==> config.mk <==
export PLATFORM = sky130hd
export DESIGN_NAME = bsg_link_sdr_reset_sequencer_flat
export DESIGN_NICKNAME = d
export VERILOG_FILES = /design/src/rtl/bsg_link_sdr_reset_sequencer_if.sv /design/src/rtl/bsg_link_sdr_reset_sequencer.sv /design/src/flat_wrapper.sv
export SDC_FILE = /design/constraint.sdc
export NUM_CORES = 1
export LEC_CHECK = 0
export BUFFER_PORTS_ARGS = -buffer_cell sky130_fd_sc_hd__buf_2
export CORE_UTILIZATION = 53
export CTS_BUF_LIST = sky130_fd_sc_hd__clkbuf_4
export DETAILED_ROUTE_END_ITERATION = 10
export GPL_TIMING_DRIVEN = 0
export PLACE_DENSITY = 0.77
export SYNTH_ARGS = -nofsm -noshare
export SYNTH_HDL_FRONTEND = slang
export SYNTH_SLANG_ARGS = --single-unit
==> constraint.sdc <==
create_clock -name core_clk_i -period 1.9 [get_ports core_clk_i]
set_input_delay 0.19 -clock core_clk_i [delete_from_list [all_inputs] [get_ports core_clk_i]]
set_output_delay 0.19 -clock core_clk_i [all_outputs]
set_load 0.03 [all_outputs]
==> src/rtl/bsg_link_sdr_reset_sequencer_if.sv <==
// Control/status bundle for the SDR link reset sequencer: trigger, hold count,
// and the four daisy-chained link resets plus busy/done status.
interface bsg_link_sdr_reset_sequencer_if #(
  parameter int wait_width_p = 8
);
  logic                    start_i;
  logic [wait_width_p-1:0] wait_cycles_i;
  logic                    async_uplink_reset_o;
  logic                    async_downlink_reset_o;
  logic                    async_downstream_reset_o;
  logic                    async_token_reset_o;
  logic                    busy_o;
  logic                    done_o;

  modport master (
    output start_i, wait_cycles_i,
    input  async_uplink_reset_o, async_downlink_reset_o,
           async_downstream_reset_o, async_token_reset_o, busy_o, done_o
  );

  modport slave (
    input  start_i, wait_cycles_i,
    output async_uplink_reset_o, async_downlink_reset_o,
           async_downstream_reset_o, async_token_reset_o, busy_o, done_o
  );
endinterface

==> src/rtl/bsg_link_sdr_reset_sequencer.sv <==
// Ordered reset sequencer for a fwd/rev SDR link pair: token pulse, then
// uplink, downlink and downstream release, each phase held W+1 cycles.
module bsg_link_sdr_reset_sequencer #(
  parameter int wait_width_p = 8,
  parameter bit auto_start_p = 1'b0
) (
  input  logic                                  core_clk_i,
  input  logic                                  core_reset_n_i,
  bsg_link_sdr_reset_sequencer_if.slave         ctl
);

  typedef enum logic [2:0] {
    S_IDLE      = 3'd0,
    S_ASSERT    = 3'd1,
    S_TOKEN_SET = 3'd2,
    S_TOKEN_CLR = 3'd3,
    S_UP_REL    = 3'd4,
    S_DOWN_REL  = 3'd5,
    S_DS_REL    = 3'd6,
    S_DONE      = 3'd7
  } state_e;

  localparam logic [wait_width_p-1:0] CNT_ONE = 1;

  state_e                  state_q, state_d;
  logic [wait_width_p-1:0] cnt_q, cnt_d;
  logic [wait_width_p-1:0] wait_q, wait_d;
  logic                    rdy_q;
  logic                    up_q, dn_q, ds_q, tok_q, busy_q, done_q;
  logic                    run_q;
  logic                    start_go;

  // First edge after reset is the recovery edge: start_i is not sampled
  // there, but auto-start (if enabled) fires on it.
  assign run_q    = (state_q != S_IDLE) && (state_q != S_DONE);
  assign start_go = rdy_q ? (ctl.start_i && !run_q) : auto_start_p;

  always_comb begin
    state_d = state_q;
    cnt_d   = cnt_q;
    wait_d  = wait_q;
    if (start_go) begin
      state_d = S_ASSERT;
      cnt_d   = ctl.wait_cycles_i;
      wait_d  = ctl.wait_cycles_i;
    end else if (run_q) begin
      // busy states are consecutive encodings; DS_REL + 1 is DONE
      if (cnt_q == '0) begin
        state_d = state_e'(state_q + 3'd1);
        cnt_d   = wait_q;
      end else begin
        cnt_d   = cnt_q - CNT_ONE;
      end
    end
  end

  // Outputs decode next-state so they flip on the same edge as the state.
  always_ff @(posedge core_clk_i or negedge core_reset_n_i) begin
    if (!core_reset_n_i) begin
      state_q <= S_IDLE;
      cnt_q   <= '0;
      wait_q  <= '0;
      rdy_q   <= 1'b0;
      up_q    <= 1'b1;
      dn_q    <= 1'b1;
      ds_q    <= 1'b1;
      tok_q   <= 1'b0;
      busy_q  <= 1'b0;
      done_q  <= 1'b0;
    end else begin
      state_q <= state_d;
      cnt_q   <= cnt_d;
      wait_q  <= wait_d;
      rdy_q   <= 1'b1;
      up_q    <= state_d inside {S_IDLE, S_ASSERT, S_TOKEN_SET, S_TOKEN_CLR};
      dn_q    <= state_d inside {S_IDLE, S_ASSERT, S_TOKEN_SET, S_TOKEN_CLR, S_UP_REL};
      ds_q    <= state_d inside {S_IDLE, S_ASSERT, S_TOKEN_SET, S_TOKEN_CLR, S_UP_REL,
                                 S_DOWN_REL};
      tok_q   <= (state_d == S_TOKEN_SET);
      busy_q  <= (state_d != S_IDLE) && (state_d != S_DONE);
      done_q  <= (state_d == S_DONE);
    end
  end

  assign ctl.async_uplink_reset_o     = up_q;
  assign ctl.async_downlink_reset_o   = dn_q;
  assign ctl.async_downstream_reset_o = ds_q;
  assign ctl.async_token_reset_o      = tok_q;
  assign ctl.busy_o                   = busy_q;
  assign ctl.done_o                   = done_q;

endmodule

==> src/flat_wrapper.sv <==
// flat-port wrapper written by rule: the top's interface ports become plain ports
module bsg_link_sdr_reset_sequencer_flat 
#(
  parameter int wait_width_p = 8,
  parameter bit auto_start_p = 1'b0
)
  (core_clk_i, core_reset_n_i, ctl_start_i, ctl_wait_cycles_i, ctl_async_uplink_reset_o, ctl_async_downlink_reset_o, ctl_async_downstream_reset_o, ctl_async_token_reset_o, ctl_busy_o, ctl_done_o);
  bsg_link_sdr_reset_sequencer_if #(.wait_width_p(wait_width_p)) ctl_i ();
  input  logic core_clk_i;
  input  logic core_reset_n_i;
  input wire logic [$bits(ctl_i.start_i)-1:0] ctl_start_i;
  input wire logic [$bits(ctl_i.wait_cycles_i)-1:0] ctl_wait_cycles_i;
  output wire logic [$bits(ctl_i.async_uplink_reset_o)-1:0] ctl_async_uplink_reset_o;
  output wire logic [$bits(ctl_i.async_downlink_reset_o)-1:0] ctl_async_downlink_reset_o;
  output wire logic [$bits(ctl_i.async_downstream_reset_o)-1:0] ctl_async_downstream_reset_o;
  output wire logic [$bits(ctl_i.async_token_reset_o)-1:0] ctl_async_token_reset_o;
  output wire logic [$bits(ctl_i.busy_o)-1:0] ctl_busy_o;
  output wire logic [$bits(ctl_i.done_o)-1:0] ctl_done_o;
  assign ctl_i.start_i = ctl_start_i;
  assign ctl_i.wait_cycles_i = ctl_wait_cycles_i;
  assign ctl_async_uplink_reset_o = ctl_i.async_uplink_reset_o;
  assign ctl_async_downlink_reset_o = ctl_i.async_downlink_reset_o;
  assign ctl_async_downstream_reset_o = ctl_i.async_downstream_reset_o;
  assign ctl_async_token_reset_o = ctl_i.async_token_reset_o;
  assign ctl_busy_o = ctl_i.busy_o;
  assign ctl_done_o = ctl_i.done_o;
  bsg_link_sdr_reset_sequencer #(.wait_width_p(wait_width_p), .auto_start_p(auto_start_p)) u_core (.core_clk_i(core_clk_i), .core_reset_n_i(core_reset_n_i), .ctl(ctl_i));
endmodule
==> results.txt, run 1 <==
----------------------------------------------------
[Floorplan]
  Number of rows created at floorplan ... 17
  Num ports ... 17
  Area of the core region ... 2300 um^2
  Die width ... 52.4 um
  Effective utilization at floorplan ... 0.585
  Height of the chip ... 52.4 um
  Die Outline Area ... 2740 um^2

[Clock network]
  Clock Latency Late Sink ... 330 ps
  Number of CTS-inserted buffers ... 3
  CTS sink cnt ... 26
  TritonCTS clock tree ... done
  Buffers from clock root to sink, at most ... 2
  Root Buffer ... sky130_fd_sc_hd__clkbuf_4
  Clk slew on worst S/H paths ... 130 ps
  Max H-tree Level ... 1

[Placement]
  Routability congestion estimate from global placement ... 0.922
  DP Wirelength ... 2120 um
  Port Buffers ... 16
  Post-placement cell area ... 1460 um^2

[Timing]
  Peak Freq ... 534 MHz
  Count of endpoints failing setup in the final report ... 0
  Slew at the pin with the worst max-slew slack ... 584 ps
  Final hold violation count ... 0
  Worst slew margin relative to its limit ... 0.611
  Clock Skew ... 5.18 ps
  Min cycle time layout ... 1870 ps
  Hold slack ... 54.0 ps
  Final worst path period share ... 0.986
  Count of pins over their slew limit ... 0

[Yosys]
  Synthesized cell area ... 1340 um^2
  Net count after synthesis ... 157
  Mean cell area of the mapped netlist ... 9.40 um^2
  Number of library cell types mapped by synthesis ... 38
  Flip-flop cell with the highest count after synthesis ... sky130_fd_sc_hd__dfrtp_1
  Synthesized instance count ... 143
  Number of enable-type register cells in the synthesized netlist ... 0
  Post-synthesis async set-or-reset flop share ... 1.00
  Yosys warning total ... 0
  Total of flip-flops plus latches after synthesis ... 26
  Fraction of the yosys area taken by sequential cells ... 0.487

[Routing]
  Drt drc ... 0
  Total Wirelength ... 3240 um
  DRT antenna net count ... 0
  First-iteration detailed-routing DRC count ... 26
  Average wire per cell in the routed design ... 15.9 um
  Vias after detailed routing ... 1186
  Via density per instance ... 5.81
  Number of optimization iterations in the first detailed-route pass ... 4

[Worst setup path]
  R2R Setup Slk ... 30 ps
  Category of the worst setup path capture point ... register
  Crit path max fanout ... 4
  Crit path top cell by count ... sky130_fd_sc_hd__buf_4
  Largest delay contributor family on the critical path ... simple AND/OR/NAND/NOR gates
  Crit path cell chain ... buf_4 > buf_4 > or4_1 > nor2_2 > xor2_1 > nor2_1 > o22ai_1
  Critical-path top delay cell ... sky130_fd_sc_hd__or4_1
  Delay contributed by the slowest stage of the critical path ... 530 ps
  Worst endpoint required time ... 2160 ps
  Category of the critical setup timing path ... register to register
  Crit path DAT ... 2140 ps
  Buffering stage count on the worst path with inverters included ... 2
  Critical path launch point type ... register

[Global routing]
  Residual overflow from global routing ... 0
  Number of antenna violations at the first check in global routing ... 0
  GRT Resource Usage Total ... 0.260
  Largest net degree at the start of global routing ... 27
  Vias in the first global route ... 1135
  Global-route wire length before repair ... 5110 um

[Layout]
  Commonest non-fill, non-tap cell in the layout ... sky130_fd_sc_hd__nand2_1
  P&R area growth vs syn ... 24.4%
  Fraction of layout instances using a drive strength above 1 ... 0.341
  Final design area excluding fillers ... 1670 um^2
  Post-layout util ... 0.728
  Number of nets in the layout ... 191
  Commonest cells after routing, fill and taps aside ... sky130_fd_sc_hd__nand2_1, sky130_fd_sc_hd__dfrtp_1, sky130_fd_sc_hd__buf_2
  Antenna diodes ... 0

[Power]
  Max rail drop VDD ... 0.000621 V
  P per Cell Area ... 507 nW/um^2
  LEAKAGE ... 0.765 nW

[Worst hold path]
  Hold crit path type ... input port to register

[Run status]
  Outcome ... completed

[Job]
  Max-capacitance violation count ... 0

----------------------------------------------------
synthesized netlist by cell type (all sizes together), types with 4 or more instances:
cell type | instances | area (um^2)
o21ai | 6 | 30.0
mux2i | 4 | 40.0
a21oi | 5 | 25.0
nand2 | 34 | 128
nor2 | 14 | 55.1
a211oi | 4 | 30.0
inv | 6 | 22.5
nor3 | 6 | 35.0
dfrtp | 23 | 576
nand3 | 5 | 25.0
worst reg2reg max path, stage by stage, from the launching register on:
cell,delay [ps]
sky130_fd_sc_hd__dfrtp_1,420
sky130_fd_sc_hd__buf_4,140
sky130_fd_sc_hd__buf_4,140
sky130_fd_sc_hd__or4_1,530
sky130_fd_sc_hd__nor2_2,200
sky130_fd_sc_hd__xor2_1,170
sky130_fd_sc_hd__nor2_1,60
sky130_fd_sc_hd__o22ai_1,150
path summary, 6_finish.rpt:
| path | start | to | cells after the start |
|---|---|---|---|
| max reg2reg | u_core.cnt_q[0] | u_core.cnt_q[5] | 7 |
| min in group asynchronous | core_reset_n_i | u_core.ctl.busy_o | 2 |
| min | ctl_wait_cycles_i[7] | u_core.wait_q[7] | 3 |
| max in group asynchronous | core_reset_n_i | u_core.cnt_q[0] | 2 |
| min reg2reg | u_core.wait_q[0] | u_core.wait_q[0] | 2 |
| max | u_core.cnt_q[0] | u_core.cnt_q[5] | 7 |
per-layer routing:
layer	GRT usage	vias to the layer above	part of all wire
li1	-	564	-
met1	0.327	553	0.42
met2	0.437	52	0.48
met3	0.0667	17	0.068
met4	0.0746	0	0.027
met5	0	-	0
kinds of logic after synthesis:
kind of cell	count (synthesis)	share of synthesized area
adder cells (fa/ha/maj)	3	0.0279
buffers and inverters	11	0.0382
multiplexers	6	0.0466
AO/OA/AOI/OAI	27	0.150
flip-flops	26	0.487
XOR/XNOR	2	0.0130
AND/OR/NAND/NOR	67	0.235
other	1	0.00279
flip-flops by register name (all words and copies together), names as in the netlist:
name,cells
u_core.ctl.async_downstream_reset_o,1
u_core.ctl.async_downlink_reset_o,1
u_core.rdy_q,1
u_core.cnt_q,8
u_core.state_q,3
u_core.ctl.busy_o,1
u_core.ctl.done_o,1
u_core.wait_q,8
u_core.ctl.async_uplink_reset_o,1
u_core.ctl.async_token_reset_o,1
final cells by class:
cell class,instances,area [um^2]
multi-input cells,106,704
fillers,160,626
well taps,28,35.0
plain buffers,5,45.0
clock buffers,4,30.0
flip-flops and latches,26,654
repair buffers,29,180
inverters,6,22.5
power by group:
| part | switching (mW) | leakage (nW) | internal [mW] |
|---|---|---|---|
| Sequential | 0.00165 | 0.310 | 0.555 |
| Combinational | 0.0205 | 0.437 | 0.0117 |
| Clock | 0.163 | 0.0184 | 0.0969 |
| Total | 0.185 | 0.765 | 0.663 |
timing repair:
action | 4_1_cts | 5_1_grt
cloned | 0 | 0
resized for setup | 10 | 14
hold endpoints to repair | 23 | 0
hold buffers | 1 | 0
pin swaps | 1 | 1
setup buffers | 8 | 4
endpoints found under the setup margin | 18 | 18
per-stage QoR:
stage	worst slack, ps	total power [mW]	std cells	setup TNS, ps
2_1_floorplan	72.3	0.572	143	0
3_3_place_gp	-183	0.595	187	-2030
3_5_place_dp	-235	0.597	187	-2990
4_1_cts	2.87	0.854	200	0
5_1_grt	-33.0	0.879	204	-38.0
6_report	27.4	0.848	204	0
Note: power is estimated with default switching activity, not from simulation.
==> run 2: changes to the inputs <==
--- a/config.mk
+++ b/config.mk
@@ -5,12 +5,13 @@
 export SDC_FILE = /design/constraint.sdc
 export NUM_CORES = 1
 export LEC_CHECK = 0
-export BUFFER_PORTS_ARGS = -buffer_cell sky130_fd_sc_hd__buf_2
-export CORE_UTILIZATION = 53
+export CORE_UTILIZATION = 55
 export CTS_BUF_LIST = sky130_fd_sc_hd__clkbuf_4
 export DETAILED_ROUTE_END_ITERATION = 10
+export DONT_BUFFER_PORTS = 1
 export GPL_TIMING_DRIVEN = 0
-export PLACE_DENSITY = 0.77
+export HOLD_SLACK_MARGIN = 0.02
+export PLACE_DENSITY = 0.73
 export SYNTH_ARGS = -nofsm -noshare
 export SYNTH_HDL_FRONTEND = slang
 export SYNTH_SLANG_ARGS = --single-unit
==> results.txt, run 2 (synthesis gave the netlist of run 1 again) <==
----------------------------------------------------
[Floorplan]
  Die Outline Area ... 2650 um^2 (-3.5%)
  Die width ... 51.4 um (-1.8%)
  Height of the chip ... 51.4 um (-1.8%)
  Effective utilization at floorplan ... 0.596 (+0.0110)
  Num ports ... 17 (unchanged)
  Area of the core region ... 2250 um^2 (-1.9%)
  Number of rows created at floorplan ... 17 (unchanged)

[Placement]
  Port Buffers ... 0 (-16)
  Routability congestion estimate from global placement ... 0.832 (-9.8%)
  Post-placement cell area ... 1380 um^2 (-5.5%)
  DP Wirelength ... 1950 um (-8.1%)
  DP Cell Count ... 171 (-8.6%)

[Layout]
  Commonest cells after routing, fill and taps aside ... sky130_fd_sc_hd__nand2_1, sky130_fd_sc_hd__dfrtp_1, sky130_fd_sc_hd__buf_4
  P&R area growth vs syn ... 27.0%
  Largest registers in the final layout ... u_core.cnt_q (8), u_core.wait_q (8), u_core.state_q (3)
  Area of the multi-input gates ... 714 um^2 (+1.4%)
  Fraction of layout instances using a drive strength above 1 ... 0.257 (-0.0834)
  Commonest non-fill, non-tap cell in the layout ... sky130_fd_sc_hd__nand2_1
  Final design area excluding fillers ... 1710 um^2 (+2.1%)
  Antenna diodes ... 0 (unchanged)
  Filler Cell Count ... 162 (+1.3%)
  Number of nets in the layout ... 182 (-4.7%)
  Final std cells w/o fill ... 195 (-4.4%)
  Register Area ... 654 um^2 (unchanged)

[Worst setup path]
  Delay contributed by the slowest stage of the critical path ... 440 ps (-90 ps)
  Category of the critical setup timing path ... register to register
  Critical-path top delay cell ... sky130_fd_sc_hd__dfrtp_1
  Crit path max fanout ... 4 (unchanged)
  Crit path DAT ... 2050 ps (-90 ps)
  Worst endpoint required time ... 2120 ps (-40 ps)
  Critical path launch point type ... register
  Category of the worst setup path capture point ... register
  Crit path cell chain ... inv_2 > ha_4 > nor4b_4 > buf_4 > nand4_1 > mux2_4 > nor2_4 > a211oi_1

[Global routing]
  Vias in the first global route ... 1128 (-0.62%)
  Residual overflow from global routing ... 0 (unchanged)
  Largest net degree at the start of global routing ... 27 (unchanged)
  GRT Resource Usage Total ... 0.270 (+0.00986)
  Global-route wire length before repair ... 5150 um (+0.82%)
  Number of antenna violations at the first check in global routing ... 0 (unchanged)

[Routing]
  Vias after detailed routing ... 1172 (-1.2%)
  Via density per instance ... 6.01 (+3.4%)
  First-iteration detailed-routing DRC count ... 33 (+27%)
  Drt drc ... 0 (unchanged)
  Total Wirelength ... 3300 um (+1.9%)
  Average wire per cell in the routed design ... 16.9 um (+6.6%)
  Number of optimization iterations in the first detailed-route pass ... 4 (unchanged)
  DRT antenna net count ... 0 (unchanged)

[Job]
  Max-capacitance violation count ... 0 (unchanged)

[Timing]
  Hold slack ... 50.1 ps (-3.94 ps)
  Min cycle time layout ... 1830 ps (-42.7 ps)
  Count of endpoints failing setup in the final report ... 0 (unchanged)
  Clock Skew ... 3.91 ps (-1.28 ps)
  Final worst path period share ... 0.963 (-0.0225)
  Peak Freq ... 546 MHz (+2.3%)
  RSZ-0062 raised after global routing ... yes
  Final hold violation count ... 0 (unchanged)
  Count of pins over their slew limit ... 0 (unchanged)

[Power]
  P per Cell Area ... 581 nW/um^2 (+14%)
  Max rail drop VDD ... 0.000420 V (-32%)
  LEAKAGE ... 0.748 nW (-2.3%)

[Clock network]
  Root Buffer ... sky130_fd_sc_hd__clkbuf_4
  Buffers from clock root to sink, at most ... 2 (unchanged)
  Clk slew on worst S/H paths ... 150 ps (+20 ps)
  CTS sink cnt ... 26 (unchanged)
  Max H-tree Level ... 1 (unchanged)
  TritonCTS clock tree ... done
  Number of CTS-inserted buffers ... 3 (unchanged)
  Clock Latency Late Sink ... 330 ps (about the same)

[Run status]
  Outcome ... completed

[Worst hold path]
  Hold crit path type ... input port to register

----------------------------------------------------
run 2: cell types whose count changed in the layout (fill, tap and decap cells not counted), moves of 2 or more:
cell / change
sky130_fd_sc_hd__buf_2: -15
sky130_fd_sc_hd__buf_4: -3
sky130_fd_sc_hd__dlygate4sd3_1: +8
sky130_fd_sc_hd__nor2_2: -2
run 2: where the power goes:
| part | leakage, nW | internal (mW) | switching, mW |
|---|---|---|---|
| clock | 0.0279 | 0.213 | 0.183 |
| sequential | 0.310 | 0.555 | 0.00107 |
| combinational | 0.410 | 0.0197 | 0.0184 |
| total | 0.748 | 0.788 | 0.203 |
run 2: cell type report:
class	instances	area share
repair buffers	20	0.109
inverters	6	0.0132
clock buffers	3	0.0132
clock inverters	1	0.0176
multi-input cells	106	0.419
well taps	28	0.0205
plain buffers	5	0.0249
flip-flops and latches	26	0.383
run 2: routing by layer:
metal,part of all wire,global-route usage,vias up,wire (um)
met1,0.44,0.347,573,1460
met2,0.50,0.433,45,1640
met5,0,0,-,0
met3,0.036,0.0387,9,120
li1,-,-,545,-
met4,0.026,0.149,0,87
run 2: metrics by stage:
step / worst slack [ps] / util / setup TNS [ps] / power, mW
CTS: -5.91 / 0.715 / -5.91 / 0.990
global route: -27.5 / 0.757 / -43.8 / 1.01
detailed placement: -214 / 0.612 / -2140 / 0.573
global placement: -185 / 0.612 / -1870 / 0.573
floorplan: 72.3 / - / 0 / 0.572
finish: 70.0 / 0.757 / 0 / 0.991
run 2: critical path: cells and delay by family, from the launching register on:
family | cells | cell delay, ps
simple gates | 3 | 510
flops | 1 | 440
mux | 1 | 310
buf+inv | 2 | 260
fa+ha+maj | 1 | 150
compound gates | 1 | 50
run 2: final timing paths:
kind / depth (start not counted) / start / slack (ps) / endpoint
max: 8 / u_core.cnt_q[0] / 70 / u_core.ctl.busy_o
max in group asynchronous: 2 / core_reset_n_i / 1420 / u_core.ctl.async_uplink_reset_o
min: 2 / ctl_wait_cycles_i[1] / 50 / u_core.cnt_q[1]
max reg2reg: 8 / u_core.cnt_q[0] / 70 / u_core.ctl.busy_o
min in group asynchronous: 2 / core_reset_n_i / 260 / u_core.state_q[2]
min reg2reg: 2 / u_core.wait_q[4] / 490 / u_core.wait_q[4]
run 2: what timing repair did:
action	in CTS	in global routing
setup endpoints to repair	20	19
hold endpoints to repair	39	0
hold buffers	10	0
resized for setup	4	22
buffers inserted	8	2
pin swaps	0	3
cloned	0	0
==> run 3: changes to the inputs <==
--- a/config.mk
+++ b/config.mk
@@ -5,6 +5,7 @@
 export SDC_FILE = /design/constraint.sdc
 export NUM_CORES = 1
 export LEC_CHECK = 0
+export ABC_AREA = 1
 export CORE_UTILIZATION = 55
 export CTS_BUF_LIST = sky130_fd_sc_hd__clkbuf_4
 export DETAILED_ROUTE_END_ITERATION = 10
==> results.txt, run 3 <==
----------------------------------------------------
[Run status]
  Outcome ... completed

[Placement]
  DP Cell Count ... 200 (+17%)
  Port Buffers ... 0 (unchanged)
  DP Wirelength ... 2030 um (+4.0%)
  Routability congestion estimate from global placement ... 0.893 (+7.3%)

[Layout]
  Final std cells w/o fill ... 217 (+11%)
  P&R area growth vs syn ... 17.2%
  Number of nets in the layout ... 204 (+12%)
  Largest registers in the final layout ... u_core.cnt_q (8), u_core.wait_q (8), u_core.state_q (3)
  Fraction of layout instances using a drive strength above 1 ... 0.180 (-0.0776)
  Antenna diodes ... 0 (unchanged)
  Commonest non-fill, non-tap cell in the layout ... sky130_fd_sc_hd__nand2_1
  Commonest cells after routing, fill and taps aside ... sky130_fd_sc_hd__nand2_1, sky130_fd_sc_hd__dfrtp_1, sky130_fd_sc_hd__inv_1

[Timing]
  Total negative slack for setup checks ... 0 ps (unchanged)
  Count of endpoints failing setup in the final report ... 0 (unchanged)
  Final hold violation count ... 0 (unchanged)
  Count of pins over their slew limit ... 0 (unchanged)
  Final worst path period share ... 0.934 (-0.0287)
  Clock Skew ... 12.2 ps (+8.29 ps)
  Peak Freq ... 563 MHz (+3.1%)
  Min cycle time layout ... 1780 ps (-54.5 ps)

[Yosys]
  Post-synthesis compound-gate area fraction ... 0.103 (-0.0467)
  Total of flip-flops plus latches after synthesis ... 26 (unchanged)
  Multiplexer share of the synthesized area ... 0 (-0.0466)
  Adder and majority cell fraction of the synthesized area ... 0.0269 (-0.00100)
  Most used standard cell by instance count after synthesis ... sky130_fd_sc_hd__nand2_1
  Net count after synthesis ... 186 (+18%)
  Mean cell area of the mapped netlist ... 8.10 um^2 (-14%)
  Flip-flop cell with the highest count after synthesis ... sky130_fd_sc_hd__dfrtp_1
  Xor and xnor fraction of the mapped netlist area ... 0.00628 (-0.00675)
  Top area cells in the synthesized netlist ... sky130_fd_sc_hd__dfrtp_1, sky130_fd_sc_hd__nand2_1, sky130_fd_sc_hd__dfstp_2, sky130_fd_sc_hd__inv_1, sky130_fd_sc_hd__o21ai_0
  Post-synthesis async set-or-reset flop share ... 1.00 (unchanged)
  Dominant combinational cell family by area after synthesis ... simple AND/OR/NAND/NOR gates
  Share of the synthesized area in the top cell type ... 0.413 (-0.0154)
  Most numerous cell types in the synthesized netlist ... sky130_fd_sc_hd__nand2_1, sky130_fd_sc_hd__dfrtp_1, sky130_fd_sc_hd__inv_1, sky130_fd_sc_hd__nor2_1, sky130_fd_sc_hd__o21ai_0
  Fraction of the yosys area taken by sequential cells ... 0.469 (-0.0175)
  Share of synthesized cell area in and, or, nand and nor gates ... 0.321 (+0.0867)
  Most area-hungry cell type in the Yosys netlist ... sky130_fd_sc_hd__dfrtp_1
  Synthesized instance count ... 172 (+20%)
  Synthesized cell area ... 1390 um^2 (+3.7%)
  Number of library cell types mapped by synthesis ... 28 (-26%)
  Yosys warning total ... 0 (unchanged)
  Number of enable-type register cells in the synthesized netlist ... 0 (unchanged)

[Power]
  Share of power burned in the clock network ... 0.397 (-0.003)
  Portion of total power attributed to sequential cells ... 0.568 (+0.007)
  Combinational Power Share ... 0.035 (-0.003)
  Overall power after layout ... 0.978 mW (-1.3%)
  Design internal power ... 0.785 mW (-0.34%)
  Switching part of the total power ... 0.197 (-0.00810)
  P per Cell Area ... 598 nW/um^2 (+3.0%)
  Net switching power of the design ... 0.192 mW (-5.3%)
  Max rail drop VDD ... 0.000498 V (+18%)
  LEAKAGE ... 0.820 nW (+9.7%)

[Global routing]
  Global-route wire length before repair ... 4950 um (-4.0%)
  Number of antenna violations at the first check in global routing ... 0 (unchanged)
  GRT Resource Usage Total ... 0.251 (-0.0186)
  Largest net degree at the start of global routing ... 27 (unchanged)
  Vias in the first global route ... 1157 (+2.6%)
  Residual overflow from global routing ... 0 (unchanged)

[Job]
  Max-capacitance violation count ... 0 (unchanged)

[Worst hold path]
  Hold Path Depth ... 2 (unchanged)
  Hold Path End ... u_core.cnt_q[0]
  Worst hold path startpoint ... ctl_wait_cycles_i[0]
  Hold crit path type ... input port to register

[Routing]
  First-iteration detailed-routing DRC count ... 38 (+15%)
  Drt drc ... 0 (unchanged)
  Average wire per cell in the routed design ... 13.8 um (-18%)
  DRT antenna net count ... 0 (unchanged)
  Via density per instance ... 5.24 (-13%)
  Total Wirelength ... 3000 um (-9.2%)
  Vias after detailed routing ... 1137 (-3.0%)
  Number of optimization iterations in the first detailed-route pass ... 4 (unchanged)

[Floorplan]
  Effective utilization at floorplan ... 0.607 (+0.0107)
  Height of the chip ... 52.3 um (+1.8%)
  Die width ... 52.3 um (+1.8%)
  Die Outline Area ... 2740 um^2 (+3.6%)
  Number of rows created at floorplan ... 17 (unchanged)
  Num ports ... 17 (unchanged)
  Area of the core region ... 2300 um^2 (+1.9%)

[Worst setup path]
  Crit path DAT ... 2040 ps (about the same)
  Category of the worst setup path capture point ... register
  Origin of the critical flop-to-flop path ... u_core.state_q[0]
  Critical R2R Capture ... u_core.cnt_q[5]
  R2R Setup Slk ... 120 ps (+50 ps)
  Category of the critical setup timing path ... register to register
  Origin of the worst setup path ... u_core.state_q[0]
  Critical path launch point type ... register
  Worst endpoint required time ... 2170 ps (+50 ps)
  Reg2reg path depth ... 10 (+2)
  Crit path max fanout ... 10 (+6)

[Clock network]
  CTS sink cnt ... 26 (unchanged)
  Clk slew on worst S/H paths ... 150 ps (about the same)
  Max H-tree Level ... 1 (unchanged)
  Clock Latency Late Sink ... 340 ps (about the same)
  Number of CTS-inserted buffers ... 3 (unchanged)
  Root Buffer ... sky130_fd_sc_hd__clkbuf_4
  TritonCTS clock tree ... done
  Buffers from clock root to sink, at most ... 2 (unchanged)

----------------------------------------------------
## run 3: cell count changes after synthesis, sizes merged, moves of 4 or more
cell / before / now
a211oi: 4 / 0
nand2: 34 / 62
mux2i: 4 / 0
inv: 6 / 19
o21ai: 6 / 14
nor2: 14 / 18
nor3: 6 / 1
nand3: 5 / 12
## run 3: metrics by stage
stage / hold slack, ps / setup slack, ps / instance area (um^2) / utilization
after floorplan: -106 / 376 / 1390 / -
after detailed placement: -105 / 99.9 / 1430 / 0.622
after CTS: 74.7 / 77.9 / 1590 / 0.693
final: 71.4 / 125 / 1630 / 0.711
after global placement: -105 / 185 / 1430 / 0.622
after global routing: 95.5 / -10.4 / 1630 / 0.711
## run 3: repair_timing
item,4_1_cts,5_1_grt
hold buffers,10,0
resized for setup,0,4
endpoints found under the hold margin,35,0
buffers inserted,0,3
setup endpoints to repair,0,4
## run 3: how the worst max path moves through the flow
| stage | to | slack, ps | cells after the start |
|---|---|---|---|
| 5_1_grt | u_core.cnt_q[2] | -10 | 10 |
| 3_5_place_dp | u_core.cnt_q[2] | 100 | 10 |
| 4_1_cts | u_core.ctl.busy_o | 80 | 10 |
| 2_1_floorplan | u_core.cnt_q[2] | 380 | 10 |
| 6_report | u_core.cnt_q[5] | 120 | 10 |
| 3_3_place_gp | u_core.cnt_q[2] | 190 | 10 |
## run 3: final cells by class
| type | instances | area, um^2 |
|---|---|---|
| fillers | 196 | 663 |
| multi-input cells | 124 | 662 |
| flip-flops and latches | 26 | 654 |
| repair buffers | 13 | 133 |
| inverters | 19 | 71.3 |
| well taps | 28 | 35.0 |
| clock inverters | 1 | 30.0 |
| plain buffers | 3 | 26.3 |
| clock buffers | 3 | 22.5 |
## run 3: worst max-delay path: stages, from the launching register on
cell and delay (ps):
sky130_fd_sc_hd__dfrtp_1 420, sky130_fd_sc_hd__inv_1 100, sky130_fd_sc_hd__ha_1 210, sky130_fd_sc_hd__inv_1 130
sky130_fd_sc_hd__nand2_1 110, sky130_fd_sc_hd__nand2_4 160, sky130_fd_sc_hd__nor2_4 70, sky130_fd_sc_hd__buf_4 180
sky130_fd_sc_hd__a21oi_1 120, sky130_fd_sc_hd__nand2_1 80, sky130_fd_sc_hd__a22oi_1 130
## run 3: cells by family after synthesis
logic type,Yosys count
compound gates,25
other cells,1
flops,26
xor+xnor,1
buf+inv,22
simple gates,94
fa+ha+maj,3
## run 3: power groups by stage
| stage | clock network (mW) | logic, mW | registers, mW |
|---|---|---|---|
| floorplan | 0 | 0.00300 | 0.565 |
| global placement | 0 | 0.00361 | 0.565 |
| detailed placement | 0 | 0.00378 | 0.565 |
| CTS | 0.390 | 0.0345 | 0.555 |
| global route | 0.411 | 0.0394 | 0.555 |
| finish | 0.388 | 0.0345 | 0.555 |
## run 3: routing by layer
metal  global-route usage  wire (um)
met3               0.0348        152
met2                0.405       1370
met1                0.339       1440
met4               0.0965         33
met5                    0          0
